--- config.mk ---
export PLATFORM = sky130hd
export DESIGN_NAME = locked_serial_word_converter
export DESIGN_NICKNAME = d
export VERILOG_FILES = /design/src/rtl/locked_serial_word_converter.sv
export SDC_FILE = /design/constraint.sdc
export NUM_CORES = 1
export LEC_CHECK = 0
export BUFFER_PORTS_ARGS = -buffer_cell sky130_fd_sc_hd__buf_2
export CAP_MARGIN = 10
export CELL_PAD_IN_SITES_DETAIL_PLACEMENT = 2
export CELL_PAD_IN_SITES_GLOBAL_PLACEMENT = 2
export CORE_MARGIN = 2
export CORE_UTILIZATION = 36
export CTS_CLUSTER_SIZE = 30
export DETAILED_ROUTE_END_ITERATION = 7
export GPL_TIMING_DRIVEN = 0
export PLACE_DENSITY = 0.84
export SYNTH_ARGS = -nofsm -noshare
export SYNTH_HDL_FRONTEND = slang
export SYNTH_SLANG_ARGS = --single-unit
--- constraint.sdc ---
create_clock -name clock -period 1.5 [get_ports clock]
set_input_delay 0.3 -clock clock [delete_from_list [all_inputs] [get_ports clock]]
set_output_delay 0.3 -clock clock [all_outputs]
set_load 0.02 [all_outputs]
--- src/rtl/locked_serial_word_converter.sv ---
// Serial word converter that retransmits a framed word only when it differs from the last one sent.
// Define LOCKED_CONVERTER_LOCK_EN to enable the keyed input-corruption layer.
module locked_serial_word_converter #(
    parameter int unsigned                     WORD_W   = 8,
    parameter int unsigned                     NUM_KEYS = 4,
    parameter int unsigned                     KEY_W    = 3,
    parameter logic [NUM_KEYS*KEY_W-1:0]       KEY_VEC  = {3'd5, 3'd2, 3'd7, 3'd4}
) (
    input  logic                               clock,
    input  logic                               reset_n,
    input  logic                               X,
    input  logic [KEY_W-1:0]                   keyinput,
    output logic                               Y_REG,
    output logic                               busy,
    output logic [$clog2(NUM_KEYS)-1:0]        phase
);

    localparam int unsigned PH_W  = $clog2(NUM_KEYS);
    localparam int unsigned CNT_W = $clog2(WORD_W + 1);

    typedef enum logic [1:0] {
        IDLE,
        RECV,
        CMP,
        SEND
    } state_t;

    state_t            state_q;
    logic [CNT_W-1:0]  bit_cnt_q;
    logic [WORD_W-1:0] shift_q;
    logic [WORD_W-1:0] old_q;
    logic [WORD_W-1:0] out_q;
    logic              y_q;
    logic              busy_q;
    logic [PH_W-1:0]   phase_q;
    logic [PH_W-1:0]   phase_d;
    logic              xe;

    always_comb begin
        phase_d = (phase_q == PH_W'(NUM_KEYS - 1)) ? '0 : phase_q + 1'b1;
    end

`ifdef LOCKED_CONVERTER_LOCK_EN
    logic [KEY_W-1:0] key_exp;

    // A wrong key for the current phase inverts the sampled bit, start bit included.
    always_comb begin
        key_exp = KEY_VEC[phase_q*KEY_W +: KEY_W];
        xe      = X ^ (keyinput != key_exp);
    end
`else
    logic unused_key;

    assign unused_key = ^{keyinput, KEY_VEC};

    always_comb begin
        xe = X;
    end
`endif

    always_ff @(posedge clock or negedge reset_n) begin
        if (!reset_n) begin
            phase_q <= '0;
        end else begin
            phase_q <= phase_d;
        end
    end

    always_ff @(posedge clock or negedge reset_n) begin
        if (!reset_n) begin
            state_q   <= IDLE;
            bit_cnt_q <= '0;
            shift_q   <= '0;
            old_q     <= '0;
            out_q     <= '0;
            y_q       <= 1'b0;
            busy_q    <= 1'b0;
        end else begin
            case (state_q)
                IDLE: begin
                    y_q <= 1'b0;
                    if (xe) begin
                        state_q   <= RECV;
                        bit_cnt_q <= '0;
                        busy_q    <= 1'b1;
                    end
                end
                RECV: begin
                    shift_q   <= {shift_q[WORD_W-2:0], xe};
                    bit_cnt_q <= bit_cnt_q + 1'b1;
                    if (bit_cnt_q == CNT_W'(WORD_W - 1)) begin
                        state_q <= CMP;
                    end
                end
                CMP: begin
                    // The start bit is launched here so it is on the line during the first SEND cycle.
                    if (shift_q != old_q) begin
                        old_q     <= shift_q;
                        out_q     <= shift_q;
                        bit_cnt_q <= '0;
                        y_q       <= 1'b1;
                        state_q   <= SEND;
                    end else begin
                        state_q <= IDLE;
                        busy_q  <= 1'b0;
                    end
                end
                SEND: begin
                    if (bit_cnt_q == CNT_W'(WORD_W)) begin
                        y_q     <= 1'b0;
                        busy_q  <= 1'b0;
                        state_q <= IDLE;
                    end else begin
                        y_q       <= out_q[WORD_W-1];
                        out_q     <= {out_q[WORD_W-2:0], 1'b0};
                        bit_cnt_q <= bit_cnt_q + 1'b1;
                    end
                end
                default: begin
                    state_q <= IDLE;
                    busy_q  <= 1'b0;
                    y_q     <= 1'b0;
                end
            endcase
        end
    end

    assign Y_REG = y_q;
    assign busy  = busy_q;
    assign phase = phase_q;

endmodule

==> Yosys cells after proc, flatten, opt, wreduce, memory -nomap -nowiden <==
Index checks and enable logic that the tools add are counted.
{ "totals": {"inputBits": 6, "register_bits": 34, "output_inout_bits": 4, "wordCells": 52} }
{ "op_classes": {"n_eq_ne": 13, "addsub": 2, "n_reduce_logical": 9, "muxes": 20} }
{ "op_table": {"columns": ["cell", "n"], "rows": [
  ["two-way mux 8 bit", 2],
  ["case mux 4 bit (4 select lines)", 1],
  ["case mux 8 bit (2 select lines)", 1],
  ["two-way mux 4 bit", 3],
  ["inequality test 2 bit, second input constant", 6],
  ["two-way mux 2 bit", 5],
  ["AND reduction 3 bit", 3],
  ["inequality test 8 bit", 1],
  ["case mux 2 bit (4 select lines)", 1],
  ["equality test 2 bit, second input constant", 3],
  ["case mux 1 bit (3 select lines)", 2],
  ["two-way mux 1 bit", 5],
  ["adder 4 x 1 -> 4 bit, second input constant", 1],
  ["equality test 4 x 3 -> 1 bit, second input constant", 1],
  ["equality test 4 bit, second input constant", 1],
  ["AND reduction 2 bit", 2],
  ["AND reduction 4 bit", 1],
  ["nonzero test 3 bit", 1],
  ["adder 2 x 1 -> 2 bit, second input constant", 1],
  ["equality test 2 x 1 -> 1 bit, second input constant", 1],
  ["logical NOT 2 bit", 1],
  ["nonzero test 2 bit", 1]
]} }

==> Depth between registers and ports, before layout <==
{ "depth": {"ltp_word": 3, "ltp_mapped": 7, "mapped_depth_nobuf": 6} }

==> Worst setup path before layout <==
OpenSTA, ideal clock, no wires.
{ "synth_timing": {"path_kind": "register to register", "from": "register shift_q[1]", "to": "register old_q[3]", "path_stages_with_launch": 6, "arrival_ps": 1435, "synth_period_minus_slack_ps": 1559, "setup_ps": 125, "setup_slack_ps": -59, "t_required_ps": 1375, "path_cell_list": "dfrtp_1 xnor2_1 nand4_1 o21ai_1 buf_4 mux2_2"} }
{ "synth_via": {"elab_chain_len": 2} }
{ "synth_rtl": {"columns": ["element", "line", "text"], "rows": [
  ["start, declared", "30", "logic [WORD_W-1:0] shift_q;"],
  ["start signal, assigned", "89", "shift_q <= {shift_q[WORD_W-2:0], xe};"],
  ["inequality test 8 bit", "97", "if (shift_q != old_q) begin"],
  ["AND reduction 2 bit (no source line)", null, null],
  ["end signal, assigned", "98", "old_q <= shift_q;"],
  ["end, declared", "31", "logic [WORD_W-1:0] old_q;"]
]} }
Every way passes these cells.
A chain may end at the register's enable or synchronous reset.

==> Final worst setup path <==
{ "layout_timing": {"from": "register old_q[4]", "to": "register old_q[3]"} }
{ "layout_via": {"elab_chain_len": 2} }
{ "layout_rtl": {"columns": ["element", "line"], "rows": [
  ["inequality test 8 bit", "97"],
  ["AND reduction 2 bit (no source line)", null]
]} }
Every way passes these cells.

==> flow_metrics.env <==
export IMPL_final_common_cell="dfrtp_1"
export IMPL_synthXorXnorAreaFrac_pct=4.198
export IMPL_numClockSinks=34
export IMPL_timing_fmax_mhz=581.3
export IMPL_drtIter0Drc=56
export IMPL_ios=10
export IMPL_seqPwrFrac_pct=32.1
export IMPL_crit_arrival_ns=1.90
export IMPL_die_area_mm2=0.005197
export IMPL_violations="setup timing"
export IMPL_yosys_warnings=0
export IMPL_wl_per_cell_um=26.02
export IMPL_ys_seq_elements=34
export IMPL_relSlewSlack_pct=46.35
export IMPL_combPwrFrac_pct=55.4
export IMPL_hold_class="primary input to async pin"
export IMPL_cts_tree="yes"
export IMPL_path_max_fanout=3
export IMPL_p_int_mw=3.362
export IMPL_status="complete, but fails checks"
export IMPL_final_util_pct=52.89
export IMPL_port_buffers=6
export IMPL_grt_pass1_vias=1637
export IMPL_yosys_mux_area_fraction_pct=10.12
export IMPL_tns_ns=-2.836
export IMPL_n_antenna_cell=0
export IMPL_die_w_um=72.09
export IMPL_syn_area_per_cell_um2=11.13
export IMPL_wirelength_um=6324
export IMPL_wl_met3_um=161
export IMPL_ant_nets=0
export IMPL_slowest_stage="dfrtp_1"
export IMPL_layout_setup_ws_ns=-0.2202
export IMPL_rows=24
export IMPL_endpoint_kind="flop"
export IMPL_synth_compound_area_share_pct=14.39
export IMPL_tightest_slew_ns=0.8048
export IMPL_startpoint_type="flop"
export IMPL_routed_top_layer="met4"
export IMPL_cts_root_buf="clkbuf_8"
export IMPL_place_gp_congestion=0.7624
export IMPL_worstSkewPairLatency_ns=0.30
export IMPL_synthToLayoutAreaGrowth_pct=39.88
export IMPL_p_per_area_mw_per_mm2=2475
export IMPL_cts_htree_levels=2
export IMPL_yosysSeqAreaShare_pct=50.97
export IMPL_cts_path_max_buffers=2
export IMPL_worstPathRequired_ns=1.68
export IMPL_clock_skew_ns=0.008953
export IMPL_fin_crit_sh_pct=114.7
export IMPL_vias=1406
export IMPL_drc=0
export IMPL_netlist_area_mm2=0.001669
export IMPL_p_leak_nw=1.007
export IMPL_grt_max_degree=35
export IMPL_grt_pass1_wl_um=9225
export IMPL_setup_viol=22
export IMPL_syn_inst=150
export IMPL_p_clk_share_pct=12.4
export IMPL_synth_distinct_cells=34
export IMPL_route_met2_wl_um=3428
export IMPL_switching_power_mw=2.416
export IMPL_fillers=428
export IMPL_synthSimpleGateAreaFrac_pct=14.69
export IMPL_synth_fa_ha_area_share_pct=2.249
export IMPL_die_y_um=72.09
export IMPL_cpPeakStageDelay_ns=0.43
export IMPL_slew_violations=0
export IMPL_initial_core_util_pct=37.81
export IMPL_fin_crit_ns=1.720
export IMPL_grt_overflow=0
export IMPL_dp_hpwl_um=3114
export IMPL_finalNetCount=199
export IMPL_vias_per_cell=5.786
export IMPL_maxCapViolCount=0
export IMPL_final_cell_mix="25 x dfrtp_1, 24 x buf_4, 17 x nor2_1"
export IMPL_hold_viol_final=0
export IMPL_grt_antenna_before_repair=0
export IMPL_p_sw_share_pct=41.82
export IMPL_synth_top_family_by_area="simple AND/OR/NAND/NOR gates"
export IMPL_synth_nets=159
export IMPL_power_mw=5.778
export IMPL_ctsHoldBuffers=0
export IMPL_cts_clk_slew_worst_paths_ns=0.07
export IMPL_drt_pass1_iterations=4
export IMPL_path_cells="xnor2_2 -> nand4_1 -> o21ai_2 -> buf_6 -> mux2_4"
export IMPL_rsz0062_at_grt="yes"
export IMPL_numCtsBuffers=5
export IMPL_core_mm2=0.004414
export IMPL_drive_gt1_share_pct=55.50
export IMPL_wl_met1_um=2541
export IMPL_worstSetupPathType="flop to flop"
export IMPL_ir_worst_vdd_mv=0.9865
export IMPL_grt_usage_pct=24.54
[cell type report]
class | instances | area [µm²] | share of cell area, %
Clock buffer | 7 | 86.33 | 3.698
Inverter | 4 | 17.52 | 0.7503
Timing Repair Buffer | 34 | 262.8 | 11.25
Buffer | 5 | 50.05 | 2.144
Clock inverter | 1 | 5.005 | 0.2144
Sequential cell | 34 | 862.1 | 36.92
Multi-Input combinational cell | 106 | 985.9 | 42.23
Tap cell | 52 | 65.06 | 2.787
[power groups by stage]
stage	combinational (mW)	clock, mW	sequential [mW]
final	3.20	0.718	1.86
after global routing	3.40	0.788	1.89
after CTS	2.54	0.738	1.80
after detailed placement	1.78	0	1.78
after global placement	1.61	0	1.73
after floorplan	1.35	0	1.67
[critical path, delay by kind of cell, from the launching register on]
kind / cells / cell delay, ns
buf+inv: 1 / 0.16
flops: 1 / 0.43
mux: 1 / 0.30
xor+xnor: 1 / 0.24
compound gates: 1 / 0.23
simple gates: 1 / 0.25
[per-stage QoR]
stage                     hold slack (ns)  cell area [µm²]  cells  setup WS, ns
final                             0.08317             2335    243       -0.2202
after global routing               0.1355             2335    243       -0.2565
after CTS                          0.1043             2161    235       -0.1083
after detailed placement           0.4282             1772    208       -0.3573
after global placement             0.4107             1772    208       -0.1929
after floorplan                  0.004409             1677    150      -0.01247
[kinds of logic after synthesis]
group                    after synthesis
multiplexers                          15
buffers and inverters                 10
adder cells (fa/ha/maj)                3
AO/OA/AOI/OAI                         32
flip-flops                            34
XOR/XNOR                               8
AND/OR/NAND/NOR                       48
[Yosys cell counts (all sizes together)]
master / count / share of area, %
buf: 4 / 2.0
a21oi: 3 / 1.1
nor3b: 2 / 0.90
nand4: 3 / 1.1
nor3: 2 / 0.60
a21boi: 1 / 0.45
nand2: 6 / 1.3
a211oi: 15 / 6.7
mux2: 15 / 10
nor2b: 1 / 0.38
nor2: 20 / 4.6
and3: 2 / 0.75
o211ai: 1 / 0.45
inv: 4 / 0.90
o31a: 1 / 0.52
a31oi: 1 / 0.38
ha: 3 / 2.2
nand4b: 2 / 1.0
a311oi: 1 / 1.6
and4: 2 / 1.2
clkbuf: 2 / 0.45
nand3b: 2 / 0.90
xnor2: 8 / 4.2
a311o: 1 / 0.60
o21bai: 1 / 0.45
nand3: 6 / 1.8
o21ai: 7 / 2.1
dfrtp: 34 / 51
[state kept, by name, summed over array words and instances (netlist names)]
signal / cells
out_q: 8
old_q: 8
busy: 1
state_q: 2
Y_REG: 1
phase: 2
bit_cnt_q: 4
shift_q: 8
[per-layer routing]
metal  up-vias  global-route usage, %
met4         0                  12.79
met5         -                      0
li1        625                      -
met1       739                  28.42
met3        16                  5.000
met2        26                  42.61
[repair_timing]
item                                   in CTS  in global routing
pin swaps                                  14                 23
setup endpoints to repair                  31                 32
endpoints found under the hold margin       0                  0
resized for setup                          39                 33
buffers inserted                           20                  8
[path summary, 6_finish.rpt]
path,slack (ns),depth (start not counted),from,to
max reg2reg,-0.22,5,old_q[4],old_q[3]
min,0.08,1,reset_n,shift_q[6]
min in group clock,0.38,2,X,shift_q[0]
max,-0.22,5,old_q[4],old_q[3]
min reg2reg,0.47,1,phase[0],phase[0]
max in group asynchronous,0.85,1,reset_n,state_q[0]
Note: power is estimated with default switching activity, not from simulation.
